`config.mk`:
```
export PLATFORM = sky130hd
export DESIGN_NAME = fetch_unit_flat
export DESIGN_NICKNAME = d
export VERILOG_FILES = /design/src/rtl/fetch_unit_if.sv /design/src/rtl/fetch_unit.sv /design/src/flat_wrapper.sv
export SDC_FILE = /design/constraint.sdc
export NUM_CORES = 1
export LEC_CHECK = 0
export CAP_MARGIN = 0
export CORE_UTILIZATION = 29
export DETAILED_ROUTE_END_ITERATION = 16
export PLACE_DENSITY_LB_ADDON = 0.05
export SYNTH_ARGS = -nofsm -noshare
export SYNTH_HDL_FRONTEND = slang
export SYNTH_SLANG_ARGS = --single-unit
export TNS_END_PERCENT = 10
```
`constraint.sdc`:
```
create_clock -name clk -period 8.1 [get_ports clk]
set_clock_uncertainty 0.05 [all_clocks]
set_input_delay 2.43 -clock clk [delete_from_list [all_inputs] [get_ports clk]]
set_output_delay 2.43 -clock clk [all_outputs]
set_load 0.01 [all_outputs]
```
`src/rtl/fetch_unit_if.sv`:
```
// Fetch-stage bus: instruction-memory request/response plus the decode-side
// valid/ready handshake and the datapath redirect.
interface fetch_unit_if;
    // Decode handshake: a transfer happens in any cycle where out_valid && out_ready
    // at the rising edge. out_valid never depends on out_ready, and once raised,
    // out_valid/out_instr/out_pc hold until that transfer or a redirect.
    logic        imem_req;
    logic [31:0] imem_addr;
    logic [31:0] imem_data;
    logic        redirect;
    logic [31:0] redirect_pc;
    logic        out_valid;
    logic        out_ready;
    logic [31:0] out_instr;
    logic [31:0] out_pc;

    modport master (
        output imem_req,
        output imem_addr,
        input  imem_data,
        input  redirect,
        input  redirect_pc,
        output out_valid,
        input  out_ready,
        output out_instr,
        output out_pc
    );

    modport slave (
        input  imem_req,
        input  imem_addr,
        output imem_data,
        output redirect,
        output redirect_pc,
        input  out_valid,
        output out_ready,
        input  out_instr,
        input  out_pc
    );
endinterface

```
`src/rtl/fetch_unit.sv`:
```
// Instruction fetch stage: PC owner, sequential insMem requests, PC-tagged prefetch FIFO.
// Optional macro FETCH_BYPASS_EN forwards a response straight to decode when the FIFO is empty.
module fetch_unit #(
    parameter int          DEPTH    = 4,
    parameter logic [31:0] RESET_PC = 32'h0000_0000
) (
    input  logic         clk,
    input  logic         reset,
    fetch_unit_if.master bus,
    output logic [1:0]   dbg_state
);

    localparam int AW = (DEPTH > 1) ? $clog2(DEPTH) : 1;
    localparam logic [31:0] BOOT_PC = {RESET_PC[31:2], 2'b00};

    typedef enum logic [1:0] {
        ST_BOOT  = 2'd0,
        ST_RUN   = 2'd1,
        ST_FLUSH = 2'd2
    } state_e;

    state_e        state_q, state_d;
    logic [31:0]   fetch_pc_q, fetch_pc_d;
    logic [31:0]   req_pc_q, req_pc_d;
    logic          inflight_q, inflight_d;
    logic [AW:0]   count_q, count_d;
    logic [AW-1:0] rd_ptr_q, rd_ptr_d;
    logic [AW-1:0] wr_ptr_q, wr_ptr_d;
    logic [31:0]   mem_pc_q    [DEPTH];
    logic [31:0]   mem_instr_q [DEPTH];

    logic          redirect_take;
    logic          resp_live;
    logic          fifo_empty;
    logic          issue;
    logic          bypass;
    logic          handshake;
    logic          push;
    logic          pop;
    logic [AW+1:0] occupancy;
    logic [1:0]    unused_redirect_lsb;

    assign unused_redirect_lsb = bus.redirect_pc[1:0];

    // Response handling and issue decision.
    always_comb begin
        redirect_take = bus.redirect && (state_q != ST_BOOT);
        // A response is only usable in RUN; one landing in FLUSH belongs to a dead stream.
        resp_live     = inflight_q && (state_q == ST_RUN);
        fifo_empty    = (count_q == '0);
        occupancy     = {1'b0, count_q} + (AW+2)'(inflight_q);
        issue         = (state_q == ST_RUN) && (occupancy < (AW+2)'(DEPTH));
`ifdef FETCH_BYPASS_EN
        bypass        = fifo_empty && resp_live;
`else
        bypass        = 1'b0;
`endif
    end

    // Decode-side outputs: FIFO head, or the live response when bypassing.
    always_comb begin
        bus.out_valid = !fifo_empty || bypass;
        bus.out_instr = '0;
        bus.out_pc    = '0;
        if (!fifo_empty) begin
            bus.out_instr = mem_instr_q[rd_ptr_q];
            bus.out_pc    = mem_pc_q[rd_ptr_q];
        end
`ifdef FETCH_BYPASS_EN
        else if (bypass) begin
            bus.out_instr = bus.imem_data;
            bus.out_pc    = req_pc_q;
        end
`endif
    end

    always_comb begin
        handshake = bus.out_valid && bus.out_ready;
        pop       = handshake && !fifo_empty;
        // A bypassed word taken by decode this cycle never occupies a slot.
        push      = resp_live && !redirect_take && !(bypass && bus.out_ready);
    end

    always_comb begin
        state_d = state_q;
        unique case (state_q)
            ST_BOOT:  state_d = ST_RUN;
            ST_RUN:   if (redirect_take) state_d = ST_FLUSH;
            ST_FLUSH: state_d = redirect_take ? ST_FLUSH : ST_RUN;
            default:  state_d = ST_BOOT;
        endcase
    end

    always_comb begin
        fetch_pc_d = fetch_pc_q;
        req_pc_d   = req_pc_q;
        inflight_d = issue;
        count_d    = count_q;
        rd_ptr_d   = rd_ptr_q;
        wr_ptr_d   = wr_ptr_q;
        if (issue) begin
            fetch_pc_d = fetch_pc_q + 32'd4;
            req_pc_d   = fetch_pc_q;
        end
        if (redirect_take) begin
            fetch_pc_d = {bus.redirect_pc[31:2], 2'b00};
            count_d    = '0;
            rd_ptr_d   = '0;
            wr_ptr_d   = '0;
        end else begin
            count_d  = count_q + (AW+1)'(push) - (AW+1)'(pop);
            rd_ptr_d = rd_ptr_q + AW'(pop);
            wr_ptr_d = wr_ptr_q + AW'(push);
        end
    end

    always_ff @(posedge clk or negedge reset) begin
        if (!reset) begin
            state_q    <= ST_BOOT;
            fetch_pc_q <= BOOT_PC;
            req_pc_q   <= '0;
            inflight_q <= 1'b0;
            count_q    <= '0;
            rd_ptr_q   <= '0;
            wr_ptr_q   <= '0;
        end else begin
            state_q    <= state_d;
            fetch_pc_q <= fetch_pc_d;
            req_pc_q   <= req_pc_d;
            inflight_q <= inflight_d;
            count_q    <= count_d;
            rd_ptr_q   <= rd_ptr_d;
            wr_ptr_q   <= wr_ptr_d;
        end
    end

    // Storage needs no reset: outputs are gated by count, which is reset.
    always_ff @(posedge clk) begin
        if (push) begin
            mem_pc_q[wr_ptr_q]    <= req_pc_q;
            mem_instr_q[wr_ptr_q] <= bus.imem_data;
        end
    end

    assign bus.imem_req  = issue;
    assign bus.imem_addr = fetch_pc_q;
    assign dbg_state     = state_q;

endmodule

```
`src/flat_wrapper.sv`:
```
// flat-port wrapper written by rule: the top's interface ports become plain ports
module fetch_unit_flat 
#(
    parameter int          DEPTH    = 4,
    parameter logic [31:0] RESET_PC = 32'h0000_0000
)
  (clk, reset, dbg_state, bus_imem_req, bus_imem_addr, bus_imem_data, bus_redirect, bus_redirect_pc, bus_out_valid, bus_out_ready, bus_out_instr, bus_out_pc);
  fetch_unit_if bus_i ();
  input  logic clk;
  input  logic reset;
  output logic [1:0] dbg_state;
  output wire logic [$bits(bus_i.imem_req)-1:0] bus_imem_req;
  output wire logic [$bits(bus_i.imem_addr)-1:0] bus_imem_addr;
  input wire logic [$bits(bus_i.imem_data)-1:0] bus_imem_data;
  input wire logic [$bits(bus_i.redirect)-1:0] bus_redirect;
  input wire logic [$bits(bus_i.redirect_pc)-1:0] bus_redirect_pc;
  output wire logic [$bits(bus_i.out_valid)-1:0] bus_out_valid;
  input wire logic [$bits(bus_i.out_ready)-1:0] bus_out_ready;
  output wire logic [$bits(bus_i.out_instr)-1:0] bus_out_instr;
  output wire logic [$bits(bus_i.out_pc)-1:0] bus_out_pc;
  assign bus_imem_req = bus_i.imem_req;
  assign bus_imem_addr = bus_i.imem_addr;
  assign bus_i.imem_data = bus_imem_data;
  assign bus_i.redirect = bus_redirect;
  assign bus_i.redirect_pc = bus_redirect_pc;
  assign bus_out_valid = bus_i.out_valid;
  assign bus_i.out_ready = bus_out_ready;
  assign bus_out_instr = bus_i.out_instr;
  assign bus_out_pc = bus_i.out_pc;
  fetch_unit #(.DEPTH(DEPTH), .RESET_PC(RESET_PC)) u_core (.clk(clk), .reset(reset), .bus(bus_i), .dbg_state(dbg_state));
endmodule
```
==> results of run 1 <==
routing by layer:
layer / track usage (%) / part of all wire (%) / routed length (µm) / up-vias
met5: 0 / 0.12 / 36 / -
met4: 5.27 / 2.2 / 682 / 6
met3: 4.01 / 6.2 / 1930 / 52
met2: 21.8 / 45 / 13900 / 179
met1: 19.7 / 46 / 14300 / 3547
li1: - / - / - / 3262
final timing paths:
check | from | endpoint | slack (ns) | cells past startpoint
worst max register to register | u_core.dbg_state[1]$_DFFE_PN0P_ | u_core.mem_pc_q[1][8]$_DFFE_PP_ | 5.00 | 5
max in group asynchronous | reset | u_core.rd_ptr_q[0]$_DFF_PN0_ | 5.25 | 2
worst min-delay path | u_core.req_pc_q[30]$_DFFE_PN0P_ | u_core.mem_pc_q[1][30]$_DFFE_PP_ | 0.47 | 0
min in group asynchronous | reset | u_core.bus.imem_addr[4]$_DFFE_PN0P_ | 1.76 | 1
worst min register to register | u_core.req_pc_q[30]$_DFFE_PN0P_ | u_core.mem_pc_q[1][30]$_DFFE_PP_ | 0.47 | 0
worst max-delay path | u_core.rd_ptr_q[0]$_DFF_PN0_ | bus_out_instr[4] | 2.17 | 4
cell type report:
type / instances / share of cell area (%)
Clock buffer: 49 / 6.55
Clock inverter: 17 / 0.692
Inverter: 10 / 0.261
Multi-Input combinational cell: 407 / 20.9
Sequential cell: 318 / 56.6
Tap cell: 585 / 4.50
Timing Repair Buffer: 174 / 10.6
power breakdown:
| group | switching, mW | internal [mW] |
|---|---|---|
| clock network | 0.658 | 0.958 |
| logic | 0.881 | 0.975 |
| registers | 0.343 | 2.07 |
| total | 1.88 | 4.00 |
worst max-delay path: cells and delay by family, from the launching register on:
kind          cells  cell delay, ns
buf+inv           2            1.05
simple gates      1            0.16
mux               1            0.54
flops             1            1.13
per-stage QoR:
stage          total power, mW  worst slack (ns)  util [%]
2_1_floorplan             3.37              2.02         -
3_3_place_gp              4.36              2.53      34.9
3_5_place_dp              4.36              2.58      34.9
4_1_cts                   6.02              1.98      37.6
5_1_grt                   6.26              1.88      37.6
6_report                  5.89              2.17      37.6
state kept, by name (all words and copies together) (netlist names):
| register | flops |
|---|---|
| u_core.dbg_state | 2 |
| u_core.count_q | 3 |
| u_core.rd_ptr_q | 2 |
| u_core.wr_ptr_q | 2 |
| u_core.mem_pc_q | 120 |
| u_core.bus.imem_addr | 30 |
| u_core.mem_instr_q | 128 |
| u_core.req_pc_q | 30 |
| u_core.inflight_q | 1 |
synth_stat cells (all sizes together), types with 3 or more instances:
cell type and number:
a21oi 4, a31oi 3, and2 4, and3 5, buf 19, clkbuf 22
dfrtp 70, edfxtp 248, ha 6, inv 9, mux4 62, nand2 110
nand2b 4, nand3 24, nand4 10, nor2 16, nor2b 63, nor3 11
nor3b 3, nor4 5, o21a 3, o21ai 25, or3 3, or4 5
xnor2 12, xor2 11
kinds of logic after synthesis:
| kind of cell | count (synthesis) | synth area share, % |
|---|---|---|
| flip-flops | 318 | 72.0 |
| AO/OA/AOI/OAI | 44 | 2.07 |
| AND/OR/NAND/NOR | 266 | 10.8 |
| adder cells (fa/ha/maj) | 7 | 0.744 |
| other | 1 | 0.0293 |
| buffers and inverters | 51 | 1.83 |
| XOR/XNOR | 23 | 1.58 |
| multiplexers | 63 | 11.0 |
==> out/qor_table.md, run 1 <==
| Step | Parameter | Value |
|:---|:---|:---|
| global routing | Largest net degree at the start of global routing | 54 |
| status | Result of the run | completed |
| logic synthesis | Area share of the largest cell type after synthesis | 58.3% |
| detailed routing | DR WL/cell | 19.8 µm |
| clocking | Clock slew seen by the registers of the worst setup and hold paths | 0.06 ns |
| final layout | Area overhead of the layout relative to synthesis | 27.4% |
| final layout | Most common library cell in the layout ignoring fill and taps | edfxtp_1 |
| detailed routing | Via total after detailed routing | 7,046 |
| final layout | Cell area after layout | 16,300 µm² |
| pwr | Max rail drop VDD | 0.176 mV |
| logic synthesis | Mean instance size in the synthesized netlist | 16.5 µm² |
| sta | Final setup violation count | 0 |
| sta | Shortest period the worst path allows | 5.93 ns |
| logic synthesis | Post-synthesis cell type with the largest combined area | edfxtp_1 |
| worst setup path | Critical Setup Path Class | reg -> out |
| detailed routing | 1st-iter DRT viols | 262 |
| global routing | GRT Resource Usage Total | 14.4% |
| pwr | Leakage | 5.53 nW |
| final layout | Seq. cell area | 9210 µm² |
| clocking | Clock tree from TritonCTS | yes |
| final layout | Share of layout cells above drive strength 1 | 15.1% |
| worst hold path | Path type of the worst min-delay path | reg -> reg |
| sta | Post-route worst hold slack | 0.466 ns |
| logic synthesis | Yosys warns | 0 |
| global routing | Global-route wire length before repair | 47,700 µm |
| worst setup path | Cell-by-cell listing of the critical path | buf_4, mux4_2, nor2b_1, clkdlybuf4s50_1 |
| floorplan | Total Die Area | 44,900 µm² |
| worst setup path | Master of the slowest instance on the critical path | dfrtp_4 |
| logic synthesis | Async SR Flop Fraction | 22.0% |
| sta | Post-Route Setup TNS | 0 ns |
| final layout | Number of standard cells in the layout, taps in and fillers out | 1,560 |
| final layout | Fillers | 4,127 |
| sta | Slew of the pin with the lowest slew margin | 1.05 ns |
| sta | Final Hold Fails | 0 |
| final layout | Commonest cells after routing, fill and taps aside | edfxtp_1 (248), clkdlybuf4s50_1 (160), nand2_1 (110) |
| placement | Count of input and output buffers | 161 |
| floorplan | Row count | 76 |
| global routing | Initial antenna violation count | 3 |
| logic synthesis | Top area cells in the synthesized netlist | edfxtp_1 (58%), dfrtp_1 (14%), mux4_2 (11%), nand2_1 (3.2%), nor2b_1 (3.1%) |
| floorplan | Initial core utilization | 29.5% |
| logic synthesis | Register area share after synthesis | 72.0% |
| sta | Final Slew Violations | 0 |
| floorplan | Area of the core region | 43,300 µm² |
| floorplan | Chip height | 212 µm |
| global routing | Overflow left after global routing | 0 |
| logic synthesis | Post-synthesis cell type count | 48 |
| worst setup path | Crit path capture type | primary output |
| worst setup path | Arrival time at the worst endpoint | 3.45 ns |
| clocking | Clock buffer count from CTS | 39 |
| sta | Highest Clock Rate | 0.169 GHz |
| sta | Worst slew slack as a fraction of its limit | 29.9% |
| logic synthesis | Flip-flop and latch count after synthesis | 318 |
| logic synthesis | Cell area after synthesis | 12,800 µm² |
| final layout | Multi-input gate area | 3400 µm² |
| floorplan | Die X-Extent | 212 µm |
| final layout | # nets final | 1,025 |
| worst setup path | Delay of the slowest cell on the worst path | 1.13 ns |
| worst setup path | Required time reported for the critical path endpoint | 5.62 ns |
| placement | Standard cell area after detailed placement | 15,100 µm² |
| final layout | Diode insertion count for antenna repair | 0 |
| sta | Final critical-path share of the clock period | 73.2% |
| detailed routing | Number of nets still failing antenna checks after routing | 0 |
| clocking | Worst skew pair latency | 0.55 ns |
| sta | RSZ-0062 raised after global routing | no |
| clocking | CTS sink count | 318 |
| detailed routing | Vias per std cell | 4.52 |
| clocking | Number of buffers added to fix hold violations after cts | 0 |
| pwr | PwrDens | 362 nW/µm² |
| placement | Final weighted congestion in routability-driven placement | 0.699 |
| logic synthesis | Post-synthesis cell count | 773 |
| worst setup path | Startpoint Class | flop |
| clocking | Post-CTS setup buffers | 0 |
| detailed routing | DRC Markers | 0 |
| clocking | CTS Root Cell | clkbuf_16 |
| detailed routing | 1st-pass router iterations | 4 |
| detailed routing | Routed Wire Length | 30,900 µm |
| clocking | Maximum buffer depth of the clock tree | 3 |
| global routing | Vias in the first global route | 7,593 |
| logic synthesis | EDFF count, synth | 248 |
| clocking | Cells resized by post-CTS repair | 0 |
| run | Maxcap violations | 0 |
| floorplan | IO Pins | 168 |
| worst setup path | Maximum fanout along the worst path | 45 |
| logic synthesis | Dominant register cell in the synthesized netlist | edfxtp_1 |
| placement | Estimated wirelength of the detail-placed design | 18,200 µm |
| clocking | Number of H-tree branching levels | 2 |
| placement | Number of instances in the placed design | 1,494 |
(Power assumes the default switching activity.)
==> inputs of run 2 (changes only) <==
Clock period 8.1 ns to 5.4 ns, I/O delays scaled along.
==> out/qor_table.md, run 2 (synthesized netlist as in run 1, its figures left out) <==
| Step | Parameter | Value |
|:---|:---|:---|
| floorplan | Area of the core region | 43,300 µm² |
| sta | Slew of the pin with the lowest slew margin | 0.984 ns |
| sta | Final setup violation count | 0 |
| floorplan | Row count | 76 |
| final layout | Flip-flop count of the largest register after layout | 128 |
| sta | Final Slew Violations | 0 |
| floorplan | Chip height | 212 µm |
| pwr | Clock network fraction of design power | 26.9% |
| detailed routing | Routed Wire Length | 30,700 µm |
| global routing | Largest net degree at the start of global routing | 71 |
| pwr | Net switching fraction of the power | 31.8% |
| final layout | Biggest regs | u_core.mem_instr_q (128), u_core.mem_pc_q (120) |
| pwr | Net switching power | 2.80 mW |
| worst hold path | Path type of the worst min-delay path | reg -> reg |
| floorplan | Total Die Area | 44,900 µm² |
| clocking | Post-CTS setup buffers | 0 |
| detailed routing | 1st-iter DRT viols | 374 |
| placement | Final weighted congestion in routability-driven placement | 0.731 |
| final layout | Most common library cell in the layout ignoring fill and taps | edfxtp_1 |
| floorplan | Die X-Extent | 212 µm |
| pwr | Max rail drop VDD | 0.248 mV |
| global routing | Global-route track usage on met2 | 21.0% |
| worst setup path | Cell-by-cell listing of the critical path | buf_4, mux4_2, nor2b_1, clkdlybuf4s50_1 |
| global routing | Initial antenna violation count | 3 |
| worst setup path | Maximum fanout along the worst path | 22 |
| pwr | Leakage | 5.56 nW |
| final layout | Area overhead of the layout relative to synthesis | 27.9% |
| worst setup path | Startpoint Class | flop |
| placement | Count of input and output buffers | 161 |
| sta | Highest Clock Rate | 0.221 GHz |
| sta | Final Hold Fails | 0 |
| final layout | Commonest cells after routing, fill and taps aside | edfxtp_1 (248), clkdlybuf4s50_1 (160), nand2_1 (110) |
| final layout | Share of layout cells above drive strength 1 | 14.9% |
| floorplan | Initial core utilization | 29.5% |
| global routing | Met3 track demand over resource | 3.78% |
| global routing | GR met1 Demand/Resource | 19.7% |
| global routing | Overflow left after global routing | 0 |
| placement | Placement-stage worst setup slack | 1.15 ns |
| worst setup path | Critical Setup Path Class | reg -> out |
| global routing | Vias in the first global route | 7,463 |
| detailed routing | DR WL/cell | 19.6 µm |
| sta | Final critical-path share of the clock period | 83.7% |
| detailed routing | Via total after detailed routing | 7,085 |
| detailed routing | Number of nets still failing antenna checks after routing | 0 |
| clocking | Worst skew pair latency | 0.54 ns |
| sta | Post-Route Setup TNS | 0 ns |
| clocking | Number of H-tree branching levels | 2 |
| sta | Post-route setup slack | 0.882 ns |
| status | Result of the run | completed |
| clocking | Maximum buffer depth of the clock tree | 3 |
| clocking | Cells resized by post-CTS repair | 0 |
| global routing | GRT Resource Usage Total | 14.1% |
| detailed routing | 1st-pass router iterations | 9 |
| detailed routing | DRC Markers | 0 |
| pwr | Share of power burned in combinational logic | 32.2% |
| sta | RSZ-0062 raised after global routing | no |
| worst setup path | Crit path capture type | primary output |
| worst setup path | Reg-to-reg slack, setup | 2.62 ns |
| worst setup path | Required time reported for the critical path endpoint | 3.73 ns |
| detailed routing | Vias per std cell | 4.52 |
| clocking | Clock buffer count from CTS | 37 |
| pwr | Sequential share of power | 41.0% |
| clocking | Clock tree from TritonCTS | yes |
| worst setup path | Master of the slowest instance on the critical path | dfrtp_4 |
| clocking | Number of buffers added to fix hold violations after cts | 0 |
| clocking | Clock slew seen by the registers of the worst setup and hold paths | 0.06 ns |
| worst setup path | Arrival time at the worst endpoint | 2.85 ns |
| worst setup path | Delay of the slowest cell on the worst path | 0.75 ns |
| final layout | # nets final | 1,029 |
| global routing | Global-route wire length before repair | 46,800 µm |
| sta | Shortest period the worst path allows | 4.52 ns |
| clocking | CTS sink count | 318 |
| sta | Worst slew slack as a fraction of its limit | 34.4% |
| pwr | PwrDens | 539 nW/µm² |
| floorplan | IO Pins | 168 |
| clocking | CTS Root Cell | clkbuf_16 |
| global routing | Layer carrying the most global-route usage | met2 |
| pwr | Internal power | 6.01 mW |
| final layout | Diode insertion count for antenna repair | 0 |
| final layout | Register containing the most flip-flops in the final layout | u_core.mem_instr_q |
| placement | Estimated wirelength of the detail-placed design | 18,200 µm |
| run | Maxcap violations | 0 |
| final layout | Fillers | 4,127 |
[run 2: cell types whose count changed in the layout (fill, tap and decap cells not counted), sizes merged]
cell | previous run | this run
inv | 9 | 10
clkbuf | 49 | 52
clkinvlp | 2 | 0
buf | 14 | 20
[run 2: worst paths after layout]
| kind | from | endpoint | cells after the start |
|---|---|---|---|
| setup / recovery | u_core.rd_ptr_q[0]$_DFF_PN0_ | bus_out_pc[4] | 4 |
| hold / removal | u_core.req_pc_q[23]$_DFFE_PN0P_ | u_core.mem_pc_q[1][23]$_DFFE_PP_ | 0 |
| setup reg to reg | u_core.count_q[1]$_DFF_PN0_ | u_core.bus.imem_addr[31]$_DFFE_PN0P_ | 8 |
| hold reg to reg | u_core.req_pc_q[23]$_DFFE_PN0P_ | u_core.mem_pc_q[1][23]$_DFFE_PP_ | 0 |
| max in group asynchronous | reset | u_core.rd_ptr_q[0]$_DFF_PN0_ | 1 |
| min in group asynchronous | reset | u_core.bus.imem_addr[6]$_DFFE_PN0P_ | 1 |
[run 2: final cells by class]
| type | instances | area, µm² | share of cell area, % |
|---|---|---|---|
| Clock inverter | 16 | 95.1 | 0.582 |
| Timing Repair Buffer | 180 | 1810 | 11.1 |
| Sequential cell | 318 | 9210 | 56.3 |
| Tap cell | 585 | 732 | 4.48 |
| Clock buffer | 52 | 1050 | 6.45 |
| Multi-Input combinational cell | 407 | 3400 | 20.8 |
| Inverter | 10 | 42.5 | 0.260 |
[run 2: stage by stage]
step | instance area (µm²) | util [%] | std cells | hold slack (ns) | power, mW
final | 16300 | 37.8 | 1568 | 0.465 | 8.80
after global routing | 16300 | 37.8 | 1568 | 0.489 | 9.35
after CTS | 16300 | 37.8 | 1568 | 0.464 | 9.01
after detailed placement | 15200 | 35.1 | 1500 | 0.456 | 6.58
after global placement | 15200 | 35.1 | 1500 | 0.462 | 6.58
after floorplan | 12800 | - | 776 | 0.426 | 5.05
[run 2: power groups by stage]
stage               logic (mW)  registers (mW)  clock network, mW
floorplan                 1.60            3.45                  0
global placement          2.91            3.67                  0
detailed placement        2.92            3.67                  0
CTS                       2.93            3.62               2.46
global route              3.12            3.69               2.54
finish                    2.83            3.61               2.37
[run 2: worst max-delay path: cells and delay by family, from the launching register on]
family	cells	cell delay, ns
flip-flops	1	0.75
buffers and inverters	2	0.85
AND/OR/NAND/NOR	1	0.16
multiplexers	1	0.55
[run 2: per-layer routing]
| metal | up-vias | part of all wire, % |
|---|---|---|
| met5 | - | 0.075 |
| met4 | 4 | 2.1 |
| met3 | 48 | 5.4 |
| met2 | 166 | 44 |
| met1 | 3589 | 48 |
| li1 | 3278 | - |
